==> src/rtl/input_conditioner_pkg.sv <==
// input_cond_pkg: shared debounce state type, counter sizing and 50 MHz timing defaults
package input_cond_pkg;
   typedef enum logic {STABLE, CHANGING} db_state_e;
   localparam int DEF_DEBOUNCE_CYCLES = 500_000;
   localparam int DEF_REPEAT_DELAY = 25_000_000;
   localparam int DEF_REPEAT_PERIOD = 5_000_000;
   function automatic int cnt_width(input int cycles);
      return $clog2(cycles + 1);
   endfunction
endpackage

==> src/rtl/input_conditioner_if.sv <==
// input_conditioner_if: raw pin inputs and conditioned button/switch outputs
interface input_conditioner_if #(parameter int N_BTN = 4, parameter int N_SW = 2);
   logic [N_BTN-1:0] btn_raw, btn_level, btn_press, btn_release;
   logic [N_SW-1:0] sw_raw, sw_level;
   modport master (output btn_raw, sw_raw, input btn_level, btn_press, btn_release, sw_level);
   modport slave (input btn_raw, sw_raw, output btn_level, btn_press, btn_release, sw_level);
endinterface

==> src/rtl/input_conditioner_debounce_bit.sv <==
// debounce_bit: two-flop sync, STABLE/CHANGING debounce FSM and registered edge strobes for one input
module debounce_bit
   import input_cond_pkg::*;
#(
   parameter bit INVERT = 1'b0,
   parameter int CYCLES = DEF_DEBOUNCE_CYCLES
) (
   input  logic clk,
   input  logic rst,
   input  logic raw,
   output logic level,
   output logic rise,
   output logic fall
);
   localparam int CW = cnt_width(CYCLES);
   db_state_e state, state_nx;
   logic [1:0] sync;
   logic [CW-1:0] cnt, cnt_nx;
   logic s, diff, done;
   assign s = sync[1] ^ INVERT;
   assign diff = s != level;
   always_ff @(posedge clk or posedge rst)
      if (rst) state <= STABLE;
      else state <= state_nx;
   always_comb state_nx = diff && !done ? CHANGING : STABLE;
   always_comb begin
      done = state == CHANGING && diff && cnt == CW'(CYCLES - 1);
      cnt_nx = diff && !done ? cnt + 1'b1 : '0;
   end
   // sync flops idle at the inactive raw level so reset never fakes an edge
   always_ff @(posedge clk or posedge rst)
      if (rst) begin
         sync <= {2{INVERT}};
         cnt <= '0;
         level <= 1'b0;
         rise <= 1'b0;
         fall <= 1'b0;
      end else begin
         sync <= {sync[0], raw};
         cnt <= cnt_nx;
         level <= done ? s : level;
         rise <= done & s;
         fall <= done & ~s;
      end
endmodule

==> src/rtl/input_conditioner.sv <==
// input_conditioner: synchronise and debounce board buttons and switches, emit press/release strobes
// Optional auto-repeat of btn_press while held: define INPUT_COND_AUTOREPEAT_EN.
module input_conditioner
   import input_cond_pkg::*;
#(
   parameter int N_BTN = 4,
   parameter int N_SW = 2,
   parameter int DEBOUNCE_CYCLES = DEF_DEBOUNCE_CYCLES,
   parameter bit BTN_ACTIVE_LOW = 1'b1,
   parameter int REPEAT_DELAY = DEF_REPEAT_DELAY,
   parameter int REPEAT_PERIOD = DEF_REPEAT_PERIOD
) (
   input  logic clk_clk,
   input  logic reset_reset,
   input_conditioner_if.slave io
);
   logic [N_BTN-1:0] level, rise, fall;
   logic [N_SW-1:0] sw_lvl, sw_rise_unused, sw_fall_unused;
   if (DEBOUNCE_CYCLES < 2 || REPEAT_PERIOD < 1 || REPEAT_DELAY < REPEAT_PERIOD) begin : g_bad_cfg
      $error("input_conditioner: illegal timing parameters");
   end
   for (genvar i = 0; i < N_BTN; i++) begin : g_btn
      debounce_bit #(.INVERT(BTN_ACTIVE_LOW), .CYCLES(DEBOUNCE_CYCLES)) u_db (
         .clk(clk_clk), .rst(reset_reset), .raw(io.btn_raw[i]),
         .level(level[i]), .rise(rise[i]), .fall(fall[i]));
   end
   for (genvar i = 0; i < N_SW; i++) begin : g_sw
      debounce_bit #(.INVERT(1'b0), .CYCLES(DEBOUNCE_CYCLES)) u_db (
         .clk(clk_clk), .rst(reset_reset), .raw(io.sw_raw[i]),
         .level(sw_lvl[i]), .rise(sw_rise_unused[i]), .fall(sw_fall_unused[i]));
   end
   assign io.btn_level = level;
   assign io.btn_release = fall;
   assign io.sw_level = sw_lvl;
`ifdef INPUT_COND_AUTOREPEAT_EN
   localparam int HW = cnt_width(REPEAT_DELAY);
   logic [N_BTN-1:0][HW-1:0] hold;
   logic [N_BTN-1:0] rep;
   // after the first repeat the counter reloads so later ticks land every REPEAT_PERIOD
   always_ff @(posedge clk_clk or posedge reset_reset)
      if (reset_reset) begin
         hold <= '0;
         rep <= '0;
      end else begin
         for (int b = 0; b < N_BTN; b++) begin
            hold[b] <= !level[b] ? '0 : hold[b] == HW'(REPEAT_DELAY - 1) ? HW'(REPEAT_DELAY - REPEAT_PERIOD) : hold[b] + 1'b1;
            rep[b] <= level[b] && hold[b] == HW'(REPEAT_DELAY - 1);
         end
      end
   assign io.btn_press = rise | (rep & level);
`else
   assign io.btn_press = rise;
`endif
endmodule
==> src/flat_wrapper.sv <==
// flat-port wrapper written by rule: the top's interface ports become plain ports
module input_conditioner_flat import input_cond_pkg::*;
#(
   parameter int N_BTN = 4,
   parameter int N_SW = 2,
   parameter int DEBOUNCE_CYCLES = DEF_DEBOUNCE_CYCLES,
   parameter bit BTN_ACTIVE_LOW = 1'b1,
   parameter int REPEAT_DELAY = DEF_REPEAT_DELAY,
   parameter int REPEAT_PERIOD = DEF_REPEAT_PERIOD
)
  (clk_clk, reset_reset, io_btn_raw, io_sw_raw, io_btn_level, io_btn_press, io_btn_release, io_sw_level);
  input_conditioner_if #(.N_BTN(N_BTN), .N_SW(N_SW)) io_i ();
  input  logic clk_clk;
  input  logic reset_reset;
  input wire logic [$bits(io_i.btn_raw)-1:0] io_btn_raw;
  input wire logic [$bits(io_i.sw_raw)-1:0] io_sw_raw;
  output wire logic [$bits(io_i.btn_level)-1:0] io_btn_level;
  output wire logic [$bits(io_i.btn_press)-1:0] io_btn_press;
  output wire logic [$bits(io_i.btn_release)-1:0] io_btn_release;
  output wire logic [$bits(io_i.sw_level)-1:0] io_sw_level;
  assign io_i.btn_raw = io_btn_raw;
  assign io_i.sw_raw = io_sw_raw;
  assign io_btn_level = io_i.btn_level;
  assign io_btn_press = io_i.btn_press;
  assign io_btn_release = io_i.btn_release;
  assign io_sw_level = io_i.sw_level;
  input_conditioner #(.N_BTN(N_BTN), .N_SW(N_SW), .DEBOUNCE_CYCLES(DEBOUNCE_CYCLES), .BTN_ACTIVE_LOW(BTN_ACTIVE_LOW), .REPEAT_DELAY(REPEAT_DELAY), .REPEAT_PERIOD(REPEAT_PERIOD)) u_core (.clk_clk(clk_clk), .reset_reset(reset_reset), .io(io_i));
endmodule
==> config.mk <==
export PLATFORM = sky130hd
export DESIGN_NAME = input_conditioner_flat
export DESIGN_NICKNAME = d
export VERILOG_FILES = /design/src/rtl/input_conditioner_pkg.sv /design/src/rtl/input_conditioner_if.sv /design/src/rtl/input_conditioner_debounce_bit.sv /design/src/rtl/input_conditioner.sv /design/src/flat_wrapper.sv
export SDC_FILE = /design/constraint.sdc
export NUM_CORES = 1
export LEC_CHECK = 0
export CAP_MARGIN = 15
export CORE_ASPECT_RATIO = 1.5
export CORE_MARGIN = 10
export CORE_UTILIZATION = 40
export DETAILED_ROUTE_END_ITERATION = 8
export GPL_ROUTABILITY_DRIVEN = 0
export PLACE_DENSITY = 0.62
export SETUP_SLACK_MARGIN = 0.5
export SLEW_MARGIN = 20
export SYNTH_ARGS = -nofsm -noshare
export SYNTH_HDL_FRONTEND = slang
export SYNTH_HIERARCHICAL = 1
export SYNTH_SLANG_ARGS = --single-unit
==> constraint.sdc <==
create_clock -name clk_clk -period 5.96 [get_ports clk_clk]
set_clock_uncertainty 0.1 [all_clocks]
set_input_delay 1.192 -clock clk_clk [delete_from_list [all_inputs] [get_ports clk_clk]]
set_output_delay 1.192 -clock clk_clk [all_outputs]
set_load 0.01 [all_outputs]
# After elaboration in Yosys (flattened, before gate mapping)

Cells that the tools add are included.

Bits in registers: 146
Input port bits: 8
Output and inout port bits: 14
Logic and storage cells: 98

$add $sub $neg: 6
Equality and inequality tests: 12
Muxes and demuxes: 12
Bitwise operators: 12
Reductions and logical operators: 24

Operator list:

| cell                                                            | number |
|---|---|
| 19-bit by 1-bit adder with 19-bit output, second input constant | 6 |
| 19-bit equality test, second input constant                     | 6 |
| 19-bit 2-to-1 mux                                               | 6 |
| 1-bit logical AND                                               | 18 |
| 1-bit bitwise AND                                               | 8 |
| 1-bit zero test                                                 | 6 |
| 1-bit 2-to-1 mux                                                | 6 |
| 1-bit != test                                                   | 6 |
| 1-bit NOT                                                       | 4 |

# Depth between registers and ports, before layout

Gate-level depths: netlist (run 1).

Word-level depth: 7
Depth in mapped cells: 6

# Cells and area by module

The synthesis (run 1) kept the hierarchy.

Modules (own cells, without submodules):

| module                                  | times used | cells each | area each (µm²) |
|---|---|---|---|
| debounce_bit (u_core.g_btn[0].u_db ...) | 3          | 108        | 1201.2 |
| debounce_bit (u_core.g_sw[0].u_db ...)  | 2          | 112        | 1217.4 |
| debounce_bit (u_core.g_btn[2].u_db)     | 1          | 109        | 1154.9 |

# Worst setup path before layout (run 1)

OpenSTA, ideal clock, no wires.

Path kind: reg-to-reg
From: register u_core.g_btn[2].u_db.cnt[5]
To: register u_core.g_btn[2].u_db.level
Arrival: 1934 ps
Data required time: 5735 ps
Path slack: 3801 ps
Cell stages (with the launch flop): 5
Buffers on the path: 0
Path through: dfrtp_1 or4b_1 or4_4 nor2_1 mux2_2

Word-level cells in the longest chain between the ends: 2

RTL lines:

| item                     | line                                 | source |
|---|---|---|
| start: declaration       | input_conditioner_debounce_bit.sv:18 | `logic [CW-1:0] cnt, cnt_nx;` |
| start signal: assignment | input_conditioner_debounce_bit.sv:40 | `cnt <= cnt_nx;` |
| 19-bit equality test     | input_conditioner_debounce_bit.sv:27 | `done = state == CHANGING && diff && cnt == CW'(CYCLES - 1);` |
| 1-bit logical AND        | input_conditioner_debounce_bit.sv:27 |  |
| end signal: assignment   | input_conditioner_debounce_bit.sv:41 | `level <= done ? s : level;` |
| end: declaration         | input_conditioner_debounce_bit.sv:11 | `output logic level,` |

Every way passes these cells.
A chain may end at the register's enable or synchronous reset.

# Worst setup path after layout (run 1)

From: register u_core.g_btn[2].u_db.level
To: output io_btn_level[2]

RTL lines:

| item             | line               | source |
|---|---|---|
| end: declaration | flat_wrapper.sv:17 | `output wire logic [$bits(io_i.btn_level)-1:0] io_btn_level;` |

No word-level cell between the ends.

==> reports/results.md, run 1 <==
| Group | Metric | Reported |
|---|---|---|
| power and ir drop | Cell leakage power | 3.34 nW |
| detailed routing | DRC violation total after the first TritonRoute iteration | 184 |
| logic synthesis | Post-Synthesis Cell Area | 7070 sq um |
| final layout | Filler cell count in the final layout | 1572 |
| clocking | Number of buffers between clock root and the deepest sink | 2 |
| worst hold path | Path category of the worst min-delay check | flip-flop to flip-flop |
| detailed routing | Total routed wirelength | 13500 um |
| final layout | Final antenna diode count | 0 |
| critical path | Slowest cell delay on critical path | 0.57 ns |
| floorplan | Number of I/O pins | 22 |
| critical path | Buffer and inverter count on the worst path | 1 |
| final layout | Syn-to-layout area delta | 14.8% |
| timing | Worst slew margin relative to its limit | 36.8% |
| global routing | GR Util All Layers | 12.2% |
| critical path | Cell type of the slowest stage on the worst timing path | sky130_fd_sc_hd__clkdlybuf4s50_1 |
| timing | Fin crit share | 45.4% |
| global routing | Largest net degree at the start of global routing | 26 |
| timing | Minimum period implied by the final worst setup slack | 2.70 ns |
| clocking | Resized cells post-CTS | 0 |
| power and ir drop | Max rail drop VDD | 0.188 mV |
| timing | Timing-limited maximum frequency | 370 MHz |
| timing | Setup repair after global routing missed its margin | no |
| timing | Slew of the pin with the lowest slew margin | 0.947 ns |
| final layout | Net count of the finished layout | 695 |
| logic synthesis | Mean cell area of the mapped netlist | 10.9 sq um |
| clocking | Latest clock arrival within the worst-skew pair | 0.42 ns |
| power and ir drop | Cell area power density | 274 nW/um^2 |
| clocking | Buffers inserted during post-CTS setup optimization | 0 |
| clocking | Clock buffer count from CTS | 17 |
| timing | Pins Over Slew Limit | 0 |
| critical path | Sequence of cells on the critical path | clkdlybuf4s50_1 |
| critical path | CP top delay family | buffers and inverters |
| floorplan | Chip height | 183 um |
| clocking | Clock Sinks | 146 |
| floorplan | Die W | 129 um |
| clocking | Cell at the root of the clock tree | sky130_fd_sc_hd__clkbuf_16 |
| placement | Post-detailed-placement half-perimeter wirelength | 9500 um |
| clocking | Clock transition at the registers of the reported paths | 0.06 ns |
| final layout | Layout cells sized above 1 | 12.4% |
| clocking | CTS H-tree depth | 4 |
| critical path | Data arrival, critical path | 1.41 ns |
| global routing | Congestion Overflow GR | 0 |
| floorplan | Starting density of the core | 40.7% |
| run status | Outcome | finished, final reports clean |
| global routing | Global-route wire length before repair | 23900 um |
| detailed routing | Routed WL per cell | 14.9 um |
| critical path | Crit Path Class | flip-flop to primary output |
| critical path | Element type at the critical path start | flip-flop |
| run | Max cap viols | 0 |
| final layout | Final cell utilization of the core | 46.8% |
| placement | Post-Place Worst Slack | 3.17 ns |
| clocking | Hold buffers post-CTS | 0 |
| detailed routing | Initial DRT Pass Iterations | 4 |
| logic synthesis | Post-Synthesis Cells | 649 |
| floorplan | Area enclosed by the die boundary | 23500 sq um |
| critical path | Endpoint type of the worst setup path | primary output |
| detailed routing | Count of unresolved DRC violations after routing | 0 |
| floorplan | Floorplan row count | 59 |
| floorplan | Core outline area | 17300 sq um |
| global routing | Number of antenna violations at the first check in global routing | 0 |
| clocking | Clock tree from TritonCTS | built |
| logic synthesis | Net count after synthesis | 663 |
| timing | Smallest setup slack after layout | 3.26 ns |
| timing | Number of setup violations in the final report | 0 |
| logic synthesis | Count of synthesis-stage warnings from yosys | 6 |
| global routing | Vias in the first global route | 5102 |
| detailed routing | DR vias | 4911 |
| critical path | Crit Path Max Fanout | 4 |
| critical path | Critical path required time | 4.67 ns |
| timing | Final total negative setup slack | 0 ns |
| detailed routing | Count of nets left with antenna violations after detail routing | 0 |
| timing | Number of endpoints with negative hold slack in the final report | 0 |
| placement | Number of I/O port buffers | 21 |
| detailed routing | Per-cell via count in the routed design | 5.41 |
-- through the flow --
step / cells / total power, mW / hold slack [ns] / instance area, sq um
floorplan: 649 / 1.09 / 0.231 / 7070
global placement: 875 / 1.11 / 0.238 / 7470
detailed placement: 875 / 1.11 / 0.237 / 7470
CTS: 907 / 2.26 / 0.243 / 8110
global route: 907 / 2.31 / 0.250 / 8110
finish: 907 / 2.22 / 0.243 / 8110
-- final timing paths --
path / cells after the start / start / slack (ns) / to
setup / recovery: 1 / u_core/g_btn[2].u_db/level$_DFFE_PP0P_ / 3.26 / io_btn_level[2]
hold / removal: 0 / u_core/g_sw[0].u_db/sync[0]$_DFF_PP0_ / 0.24 / u_core/g_sw[0].u_db/sync[1]$_DFF_PP0_
setup reg to reg: 4 / u_core/g_btn[2].u_db/cnt[5]$_DFF_PP0_ / 3.70 / u_core/g_btn[2].u_db/level$_DFFE_PP0P_
hold reg to reg: 0 / u_core/g_sw[0].u_db/sync[0]$_DFF_PP0_ / 0.24 / u_core/g_sw[0].u_db/sync[1]$_DFF_PP0_
max in group asynchronous: 2 / reset_reset / 3.70 / u_core/g_btn[3].u_db/cnt[8]$_DFF_PP0_
min in group asynchronous: 2 / reset_reset / 1.44 / u_core/g_sw[0].u_db/cnt[11]$_DFF_PP0_
-- power breakdown --
group,internal [mW],switching [mW]
clock network,0.724,0.408
logic,0.0195,0.0445
registers,1.01,0.0163
-- placed cells by master, fill, tap and decap left out, types with 4 or more instances in the layout --
| cell | count |
|---|---|
| sky130_fd_sc_hd__dfrtp_1 | 138 |
| sky130_fd_sc_hd__or4_1 | 4 |
| sky130_fd_sc_hd__xnor2_1 | 59 |
| sky130_fd_sc_hd__or4_4 | 4 |
| sky130_fd_sc_hd__nor4b_1 | 4 |
| sky130_fd_sc_hd__nand2_1 | 21 |
| sky130_fd_sc_hd__and4_1 | 9 |
| sky130_fd_sc_hd__o21bai_4 | 4 |
| sky130_fd_sc_hd__bufinv_16 | 4 |
| sky130_fd_sc_hd__nor4_4 | 5 |
| sky130_fd_sc_hd__dfstp_2 | 8 |
| sky130_fd_sc_hd__mux2i_1 | 4 |
| sky130_fd_sc_hd__ha_1 | 6 |
| sky130_fd_sc_hd__nor4_1 | 28 |
| sky130_fd_sc_hd__clkbuf_16 | 17 |
| sky130_fd_sc_hd__mux2_2 | 6 |
| sky130_fd_sc_hd__a21oi_1 | 12 |
| sky130_fd_sc_hd__nor3_1 | 20 |
| sky130_fd_sc_hd__nand4_1 | 33 |
| sky130_fd_sc_hd__nand2b_1 | 4 |
| sky130_fd_sc_hd__inv_1 | 34 |
| sky130_fd_sc_hd__nand4_4 | 7 |
| sky130_fd_sc_hd__nor2_1 | 115 |
| sky130_fd_sc_hd__clkinvlp_4 | 4 |
| sky130_fd_sc_hd__xor2_1 | 35 |
| sky130_fd_sc_hd__or4b_1 | 6 |
| sky130_fd_sc_hd__clkdlybuf4s50_1 | 21 |
| sky130_fd_sc_hd__nand3_1 | 35 |
-- state kept, by name, indices dropped and copies added, names as in the netlist --
name / count
u_core/g_btn.u_db/cnt: 76
u_core/g_btn.u_db/state: 4
u_core/g_btn.u_db/rise: 4
u_core/g_sw.u_db/state: 2
u_core/g_btn.u_db/fall: 4
u_core/g_sw.u_db/sync: 4
u_core/g_sw.u_db/level: 2
u_core/g_btn.u_db/level: 4
u_core/g_btn.u_db/sync: 8
u_core/g_sw.u_db/cnt: 38
-- final cells by class --
| cell class | count | area (sq um) | share of cell area, % |
|---|---|---|---|
| clock buffers | 20 | 457 | 5.63 |
| clock inverters | 12 | 181 | 2.24 |
| inverters | 34 | 128 | 1.57 |
| multi-input cells | 461 | 3210 | 39.5 |
| flip-flops and latches | 146 | 3660 | 45.2 |
| well taps | 213 | 267 | 3.29 |
| repair buffers | 21 | 210 | 2.59 |
-- metal layers --
metal	global-route usage (%)	vias to the layer above	wire length (um)
li1	-	2367	-
met1	13.6	2452	5670
met2	21.3	73	7160
met3	3.03	19	407
met4	5.67	0	284
met5	0	-	0
No activity file was read; power rests on OpenSTA's default activity.
==> run 2: changes to the inputs <==
--- a/config.mk
+++ b/config.mk
@@ -11,7 +11,7 @@
 export CORE_UTILIZATION = 40
 export DETAILED_ROUTE_END_ITERATION = 8
 export GPL_ROUTABILITY_DRIVEN = 0
-export PLACE_DENSITY = 0.62
+export PLACE_DENSITY = 0.64
 export SETUP_SLACK_MARGIN = 0.5
 export SLEW_MARGIN = 20
 export SYNTH_ARGS = -nofsm -noshare
==> constraint.sdc (replaced) <==
create_clock -name clk_clk -period 2.23 [get_ports clk_clk]
set_clock_uncertainty 0.1 [all_clocks]
set_input_delay 0.446 -clock clk_clk [delete_from_list [all_inputs] [get_ports clk_clk]]
set_output_delay 0.446 -clock clk_clk [all_outputs]
set_load 0.01 [all_outputs]
==> reports/results.md, run 2 (synthesized netlist as in run 1, its figures left out) <==
| Group | Metric | Reported |
|---|---|---|
| global routing | Met3 layer usage reported by global route | 3.06% |
| critical path | Cell depth of the worst setup path | 4 |
| final layout | Net count of the finished layout | 804 |
| final layout | Top flop regs | u_core/g_btn.u_db/cnt (76), u_core/g_sw.u_db/cnt (38), u_core/g_btn.u_db/sync (8) |
| timing | Final total negative setup slack | 0 ns |
| global routing | Congestion Overflow GR | 0 |
| global routing | Number of antenna violations at the first check in global routing | 0 |
| final layout | Reg with most FFs | u_core/g_btn.u_db/cnt |
| detailed routing | Total routed wirelength | 15800 um |
| clocking | CTS H-tree depth | 4 |
| timing | Pins Over Slew Limit | 0 |
| critical path | FF-to-FF path depth | 4 |
| clocking | Latest clock arrival within the worst-skew pair | 0.42 ns |
| final layout | Number of flip-flops under the largest register name | 76 |
| clocking | Clock buffer count from CTS | 17 |
| timing | Minimum period implied by the final worst setup slack | 2.06 ns |
| clocking | Number of buffers between clock root and the deepest sink | 2 |
| worst hold path | Path category of the worst min-delay check | flip-flop to flip-flop |
| global routing | Global-route wire length before repair | 26200 um |
| run status | Outcome | finished, final reports clean |
| global routing | Vias in the first global route | 5673 |
| critical path | Crit Path Class | flip-flop to flip-flop |
| power and ir drop | Max rail drop VDD | 0.505 mV |
| run | Max cap viols | 0 |
| power and ir drop | Combinational share of power | 4.6% |
| placement | Post-detailed-placement half-perimeter wirelength | 9780 um |
| power and ir drop | Cell internal pwr | 4.69 mW |
| critical path | Cell type of the slowest stage on the worst timing path | sky130_fd_sc_hd__or4b_1 |
| critical path | Critical path required time | 2.43 ns |
| floorplan | Area enclosed by the die boundary | 23500 sq um |
| floorplan | Starting density of the core | 40.7% |
| power and ir drop | Seq pwr share | 46.0% |
| power and ir drop | Cell area power density | 633 nW/um^2 |
| critical path | Endpoint type of the worst setup path | flip-flop |
| timing | Number of setup violations in the final report | 0 |
| placement | Number of I/O port buffers | 21 |
| power and ir drop | Proportion of power drawn by the clock network | 49.4% |
| power and ir drop | Net Sw Power | 1.29 mW |
| final layout | Layout cells sized above 1 | 36.9% |
| timing | Number of endpoints with negative hold slack in the final report | 0 |
| final layout | Syn-to-layout area delta | 33.6% |
| global routing | Met2 track utilization from global routing | 24.2% |
| critical path | Data arrival, critical path | 2.26 ns |
| detailed routing | Count of unresolved DRC violations after routing | 0 |
| floorplan | Chip height | 183 um |
| timing | Setup repair after global routing missed its margin | yes |
| worst hold path | Hold Crit Depth | 0 |
| critical path | Crit Path Max Fanout | 3 |
| global routing | GR met1 Demand/Resource | 14.2% |
| critical path | Buffer and inverter count on the worst path | 0 |
| timing | Timing-limited maximum frequency | 485 MHz |
| placement | Area after detailed placement | 7620 sq um |
| clocking | Clock transition at the registers of the reported paths | 0.06 ns |
| detailed routing | Initial DRT Pass Iterations | 4 |
| final layout | Filler cell count in the final layout | 1408 |
| final layout | Final antenna diode count | 0 |
| clocking | Hold buffers post-CTS | 0 |
| global routing | GR Util All Layers | 13.4% |
| critical path | Sequence of cells on the critical path | or4b_1, or4_4, nor2_4, mux2_4 |
| global routing | Largest net degree at the start of global routing | 26 |
| clocking | Clock tree from TritonCTS | built |
| final layout | Most frequent cells in the layout | 99 x sky130_fd_sc_hd__dfrtp_1, 95 x sky130_fd_sc_hd__buf_4, 94 x sky130_fd_sc_hd__nor2_1 |
| final layout | Commonest non-fill, non-tap cell in the layout | sky130_fd_sc_hd__dfrtp_1 |
| detailed routing | Count of nets left with antenna violations after detail routing | 0 |
| final layout | Final std cell area, no fill | 9440 sq um |
| critical path | Element type at the critical path start | flip-flop |
| detailed routing | Per-cell via count in the routed design | 5.33 |
| timing | Slew of the pin with the lowest slew margin | 0.491 ns |
| power and ir drop | Sw Ratio | 21.6% |
| floorplan | Floorplan row count | 59 |
| critical path | CP top delay family | simple AND/OR/NAND/NOR gates |
| detailed routing | Routed WL per cell | 15.6 um |
| detailed routing | DR vias | 5418 |
| floorplan | Number of I/O pins | 22 |
| timing | Fin crit share | 92.4% |
| floorplan | Die W | 129 um |
| clocking | Cell at the root of the clock tree | sky130_fd_sc_hd__clkbuf_16 |
| power and ir drop | Cell leakage power | 3.96 nW |
| global routing | Busiest metal layer after global routing | met2 |
| critical path | Slowest cell delay on critical path | 0.53 ns |
| timing | Worst slew margin relative to its limit | 67.2% |
| detailed routing | DRC violation total after the first TritonRoute iteration | 269 |
| floorplan | Core outline area | 17300 sq um |
| clocking | Clock Sinks | 146 |
==> run 2: path summary, 6_finish.rpt <==
| check | start | slack [ns] | to |
|---|---|---|---|
| worst max-delay path | u_core/g_btn[2].u_db/cnt[11]$_DFF_PP0_ | 0.17 | u_core/g_btn[2].u_db/level$_DFFE_PP0P_ |
| worst min-delay path | u_core/g_btn[1].u_db/sync[0]$_DFF_PP1_ | 0.25 | u_core/g_btn[1].u_db/sync[1]$_DFF_PP1_ |
| worst max register to register | u_core/g_btn[2].u_db/cnt[11]$_DFF_PP0_ | 0.17 | u_core/g_btn[2].u_db/level$_DFFE_PP0P_ |
| worst min register to register | u_core/g_btn[1].u_db/sync[0]$_DFF_PP1_ | 0.25 | u_core/g_btn[1].u_db/sync[1]$_DFF_PP1_ |
| max in group asynchronous | reset_reset | 1.18 | u_core/g_btn[2].u_db/sync[1]$_DFF_PP1_ |
| min in group asynchronous | reset_reset | 0.49 | u_core/g_btn[2].u_db/sync[0]$_DFF_PP1_ |
==> run 2: area by class of cell <==
cell class | instances | area [sq um] | area share, %
Timing Repair Buffer | 130 | 1100 | 11.6
Clock inverter | 10 | 149 | 1.58
Sequential cell | 146 | 3710 | 39.3
Multi-Input combinational cell | 461 | 3610 | 38.3
Clock buffer | 22 | 474 | 5.02
Tap cell | 213 | 267 | 2.82
Inverter | 34 | 128 | 1.35
==> run 2: power groups by stage <==
stage | Combinational [mW] | Clock (mW) | Sequential, mW
after floorplan | 0.134 | 0 | 2.78
after global placement | 0.186 | 0 | 2.79
after detailed placement | 0.194 | 0 | 2.79
after CTS | 0.252 | 3.03 | 2.75
after global routing | 0.307 | 3.14 | 2.75
final | 0.274 | 2.95 | 2.75
==> run 2: repair_timing <==
item / in CTS / in global routing
setup endpoints to repair: 109 / 75
gates cloned: 1 / 0
pin swaps: 17 / 39
resized for setup: 78 / 62
buffers inserted: 46 / 48
endpoints found under the hold margin: 0 / 0
==> run 2: routing by layer <==
| metal | vias up | wire [um] |
|---|---|---|
| met1 | 2738 | 6330 |
| met3 | 27 | 451 |
| met2 | 81 | 8680 |
| met5 | - | 0 |
| li1 | 2572 | - |
| met4 | 0 | 390 |
==> run 2: stage by stage <==
step | setup WS [ns] | instances | power, mW | hold WS, ns | utilization (%)
floorplan | 0.217 | 649 | 2.91 | 0.231 | -
global placement | 0.176 | 889 | 2.97 | 0.238 | 43.9
detailed placement | 0.144 | 889 | 2.98 | 0.246 | 43.9
CTS | 0.192 | 968 | 6.03 | 0.256 | 51.0
global route | 0.136 | 1016 | 6.20 | 0.258 | 54.4
finish | 0.169 | 1016 | 5.98 | 0.255 | 54.4
==> run 3: changes to the inputs <==
--- a/config.mk
+++ b/config.mk
@@ -11,6 +11,7 @@
 export CORE_UTILIZATION = 40
 export DETAILED_ROUTE_END_ITERATION = 8
 export GPL_ROUTABILITY_DRIVEN = 0
+export GPL_TIMING_DRIVEN = 0
 export PLACE_DENSITY = 0.64
 export SETUP_SLACK_MARGIN = 0.5
 export SLEW_MARGIN = 20
==> reports/results.md, run 3 (synthesized netlist as in run 1, its figures left out) <==
| Group | Metric | Reported |
|---|---|---|
| timing | Number of endpoints with negative hold slack in the final report | 0 |
| power and ir drop | Power, Total | 6.26 mW |
| clocking | Clock Sinks | 146 |
| placement | Area after detailed placement | 7590 sq um |
| worst hold path | Path category of the worst min-delay check | flip-flop to flip-flop |
| detailed routing | Total routed wirelength | 16400 um |
| critical path | Crit Path Class | flip-flop to flip-flop |
| global routing | Congestion Overflow GR | 0 |
| critical path | Sequence of cells on the critical path | or4b_4, or4_4, o21bai_4, buf_6, a21oi_2 |
| critical path | Buffer and inverter count on the worst path | 1 |
| clocking | CTS H-tree depth | 4 |
| critical path | CP top delay family | simple AND/OR/NAND/NOR gates |
| floorplan | Core outline area | 17300 sq um |
| global routing | Global-route wire length before repair | 26100 um |
| final layout | Reg with most FFs | u_core/g_btn.u_db/cnt |
| clocking | Latest clock arrival within the worst-skew pair | 0.42 ns |
| timing | Worst slew margin relative to its limit | 35.7% |
| detailed routing | DR vias | 5473 |
| timing | Timing-limited maximum frequency | 488 MHz |
| final layout | Net count of the finished layout | 800 |
| detailed routing | Count of nets left with antenna violations after detail routing | 0 |
| power and ir drop | Max rail drop VDD | 0.520 mV |
| run | Max cap viols | 0 |
| clocking | Number of buffers between clock root and the deepest sink | 2 |
| detailed routing | Max layer used | met4 |
| global routing | Number of antenna violations at the first check in global routing | 0 |
| final layout | Final antenna diode count | 0 |
| placement | Post-detailed-placement half-perimeter wirelength | 9510 um |
| detailed routing | DRC violation total after the first TritonRoute iteration | 315 |
| detailed routing | Count of unresolved DRC violations after routing | 0 |
| final layout | Syn-to-layout area delta | 36.5% |
| timing | Setup repair after global routing missed its margin | yes |
| global routing | Vias in the first global route | 5581 |
| detailed routing | Routed WL per cell | 16.2 um |
| timing | Number of setup violations in the final report | 0 |
| critical path | Cell depth of the worst setup path | 5 |
| global routing | Largest net degree at the start of global routing | 26 |
| power and ir drop | Cell area power density | 649 nW/um^2 |
| placement | Number of I/O port buffers | 21 |
| critical path | Element type at the critical path start | flip-flop |
| run status | Outcome | finished, final reports clean |
| final layout | Number of flip-flops under the largest register name | 76 |
| detailed routing | Per-cell via count in the routed design | 5.41 |
| critical path | Slowest cell delay on critical path | 0.53 ns |
| timing | Fin crit share | 91.9% |
| floorplan | Starting density of the core | 40.7% |
| clocking | Cell at the root of the clock tree | sky130_fd_sc_hd__clkbuf_16 |
| worst hold path | Hold Crit Depth | 0 |
| critical path | Data arrival, critical path | 2.25 ns |
| timing | Final total negative setup slack | 0 ns |
| timing | Smallest setup slack after layout | 0.182 ns |
| power and ir drop | Cell leakage power | 3.96 nW |
| floorplan | Chip height | 183 um |
| floorplan | Number of I/O pins | 22 |
| detailed routing | Detailed-routing wirelength on met1 | 6350 um |
| timing | Minimum period implied by the final worst setup slack | 2.05 ns |
| placement | # placed instances | 883 |
| critical path | FF-to-FF path depth | 5 |
| final layout | Filler-free cell count of the finished design | 1012 |
| detailed routing | Initial DRT Pass Iterations | 6 |
| detailed routing | Total met2 wirelength after detailed routing | 9110 um |
| final layout | Top flop regs | u_core/g_btn.u_db/cnt (76), u_core/g_sw.u_db/cnt (38), u_core/g_btn.u_db/sync (8) |
| global routing | GR Util All Layers | 13.3% |
| critical path | Cell type of the slowest stage on the worst timing path | sky130_fd_sc_hd__or4b_4 |
| timing | Pins Over Slew Limit | 0 |
| floorplan | Die W | 129 um |
| clocking | Hold buffers post-CTS | 0 |
| clocking | Clock tree from TritonCTS | built |
| final layout | Final std cell area, no fill | 9650 sq um |
| final layout | Commonest non-fill, non-tap cell in the layout | sky130_fd_sc_hd__dfrtp_1 |
| clocking | Clock transition at the registers of the reported paths | 0.06 ns |
| critical path | Critical path required time | 2.43 ns |
| floorplan | Floorplan row count | 59 |
| final layout | Most frequent cells in the layout | 100 x sky130_fd_sc_hd__dfrtp_1, 90 x sky130_fd_sc_hd__buf_4, 78 x sky130_fd_sc_hd__nor2_1 |
| floorplan | Area enclosed by the die boundary | 23500 sq um |
| detailed routing | Met3 wire len | 573 um |
| final layout | Layout cells sized above 1 | 39.4% |
| critical path | Endpoint type of the worst setup path | flip-flop |
| critical path | Crit Path Max Fanout | 6 |
| placement | Post-Place Worst Slack | 0.0336 ns |
| timing | Tightest hold margin | 0.248 ns |
| timing | Slew of the pin with the lowest slew margin | 0.963 ns |
| clocking | Clock buffer count from CTS | 17 |
| final layout | Final cell utilization of the core | 55.6% |
==> run 3: changes by cell type in the layout (fill, tap and decap cells not counted), moves of 3 or more <==
cell,delta
sky130_fd_sc_hd__inv_1,-3
sky130_fd_sc_hd__nor4_1,-3
sky130_fd_sc_hd__buf_4,-5
sky130_fd_sc_hd__nor2_1,-16
sky130_fd_sc_hd__inv_6,-3
sky130_fd_sc_hd__nor2_2,+5
sky130_fd_sc_hd__nor2_4,+11
==> run 3: power by group <==
part / internal, mW / leakage [nW] / switching (mW)
logic: 0.128 / 1.73 / 0.164
registers: 2.70 / 1.91 / 0.0527
clock network: 2.13 / 0.325 / 1.08
total: 4.96 / 3.96 / 1.30
==> run 3: layer usage <==
metal / GRT usage [%] / vias up
met4: 5.72 / 0
met3: 3.38 / 27
met5: 0 / -
met1: 14.9 / 2764
met2: 23.2 / 108
li1: - / 2574
==> run 3: worst reg2reg max path: stages, from the launching register on <==
cell and delay [ns]:
sky130_fd_sc_hd__dfrtp_1 0.38, sky130_fd_sc_hd__or4b_4 0.53, sky130_fd_sc_hd__or4_4 0.48, sky130_fd_sc_hd__o21bai_4 0.23, sky130_fd_sc_hd__buf_6 0.17, sky130_fd_sc_hd__a21oi_2 0.04
==> run 3: what timing repair did <==
item                                    CTS  global route
endpoints found under the setup margin  112           115
pin swaps                                16            53
cloned                                    1             2
buffers inserted                         49            45
gates resized for setup                  75           112
==> run 3: final cells by class <==
type	instances	area [sq um]
inverter	34	131
tap	213	267
multi-input combinational	461	3800
clock buffer	23	498
buffer	8	82.6
timing repair buffer	118	980
clock inverter	9	175
fill	1359	7700
sequential	146	3710
==> run 3: path summary, 6_finish.rpt <==
path | slack, ns | startpoint | to
hold / removal | 0.25 | u_core/g_sw[0].u_db/sync[0]$_DFF_PP0_ | u_core/g_sw[0].u_db/sync[1]$_DFF_PP0_
hold reg to reg | 0.25 | u_core/g_sw[0].u_db/sync[0]$_DFF_PP0_ | u_core/g_sw[0].u_db/sync[1]$_DFF_PP0_
min in group asynchronous | 0.57 | reset_reset | u_core/g_sw[1].u_db/level$_DFFE_PP0P_
max in group asynchronous | 0.62 | reset_reset | u_core/g_btn[0].u_db/cnt[6]$_DFF_PP0_
setup reg to reg | 0.18 | u_core/g_btn[2].u_db/cnt[5]$_DFF_PP0_ | u_core/g_btn[2].u_db/cnt[18]$_DFF_PP0_
setup / recovery | 0.18 | u_core/g_btn[2].u_db/cnt[5]$_DFF_PP0_ | u_core/g_btn[2].u_db/cnt[18]$_DFF_PP0_
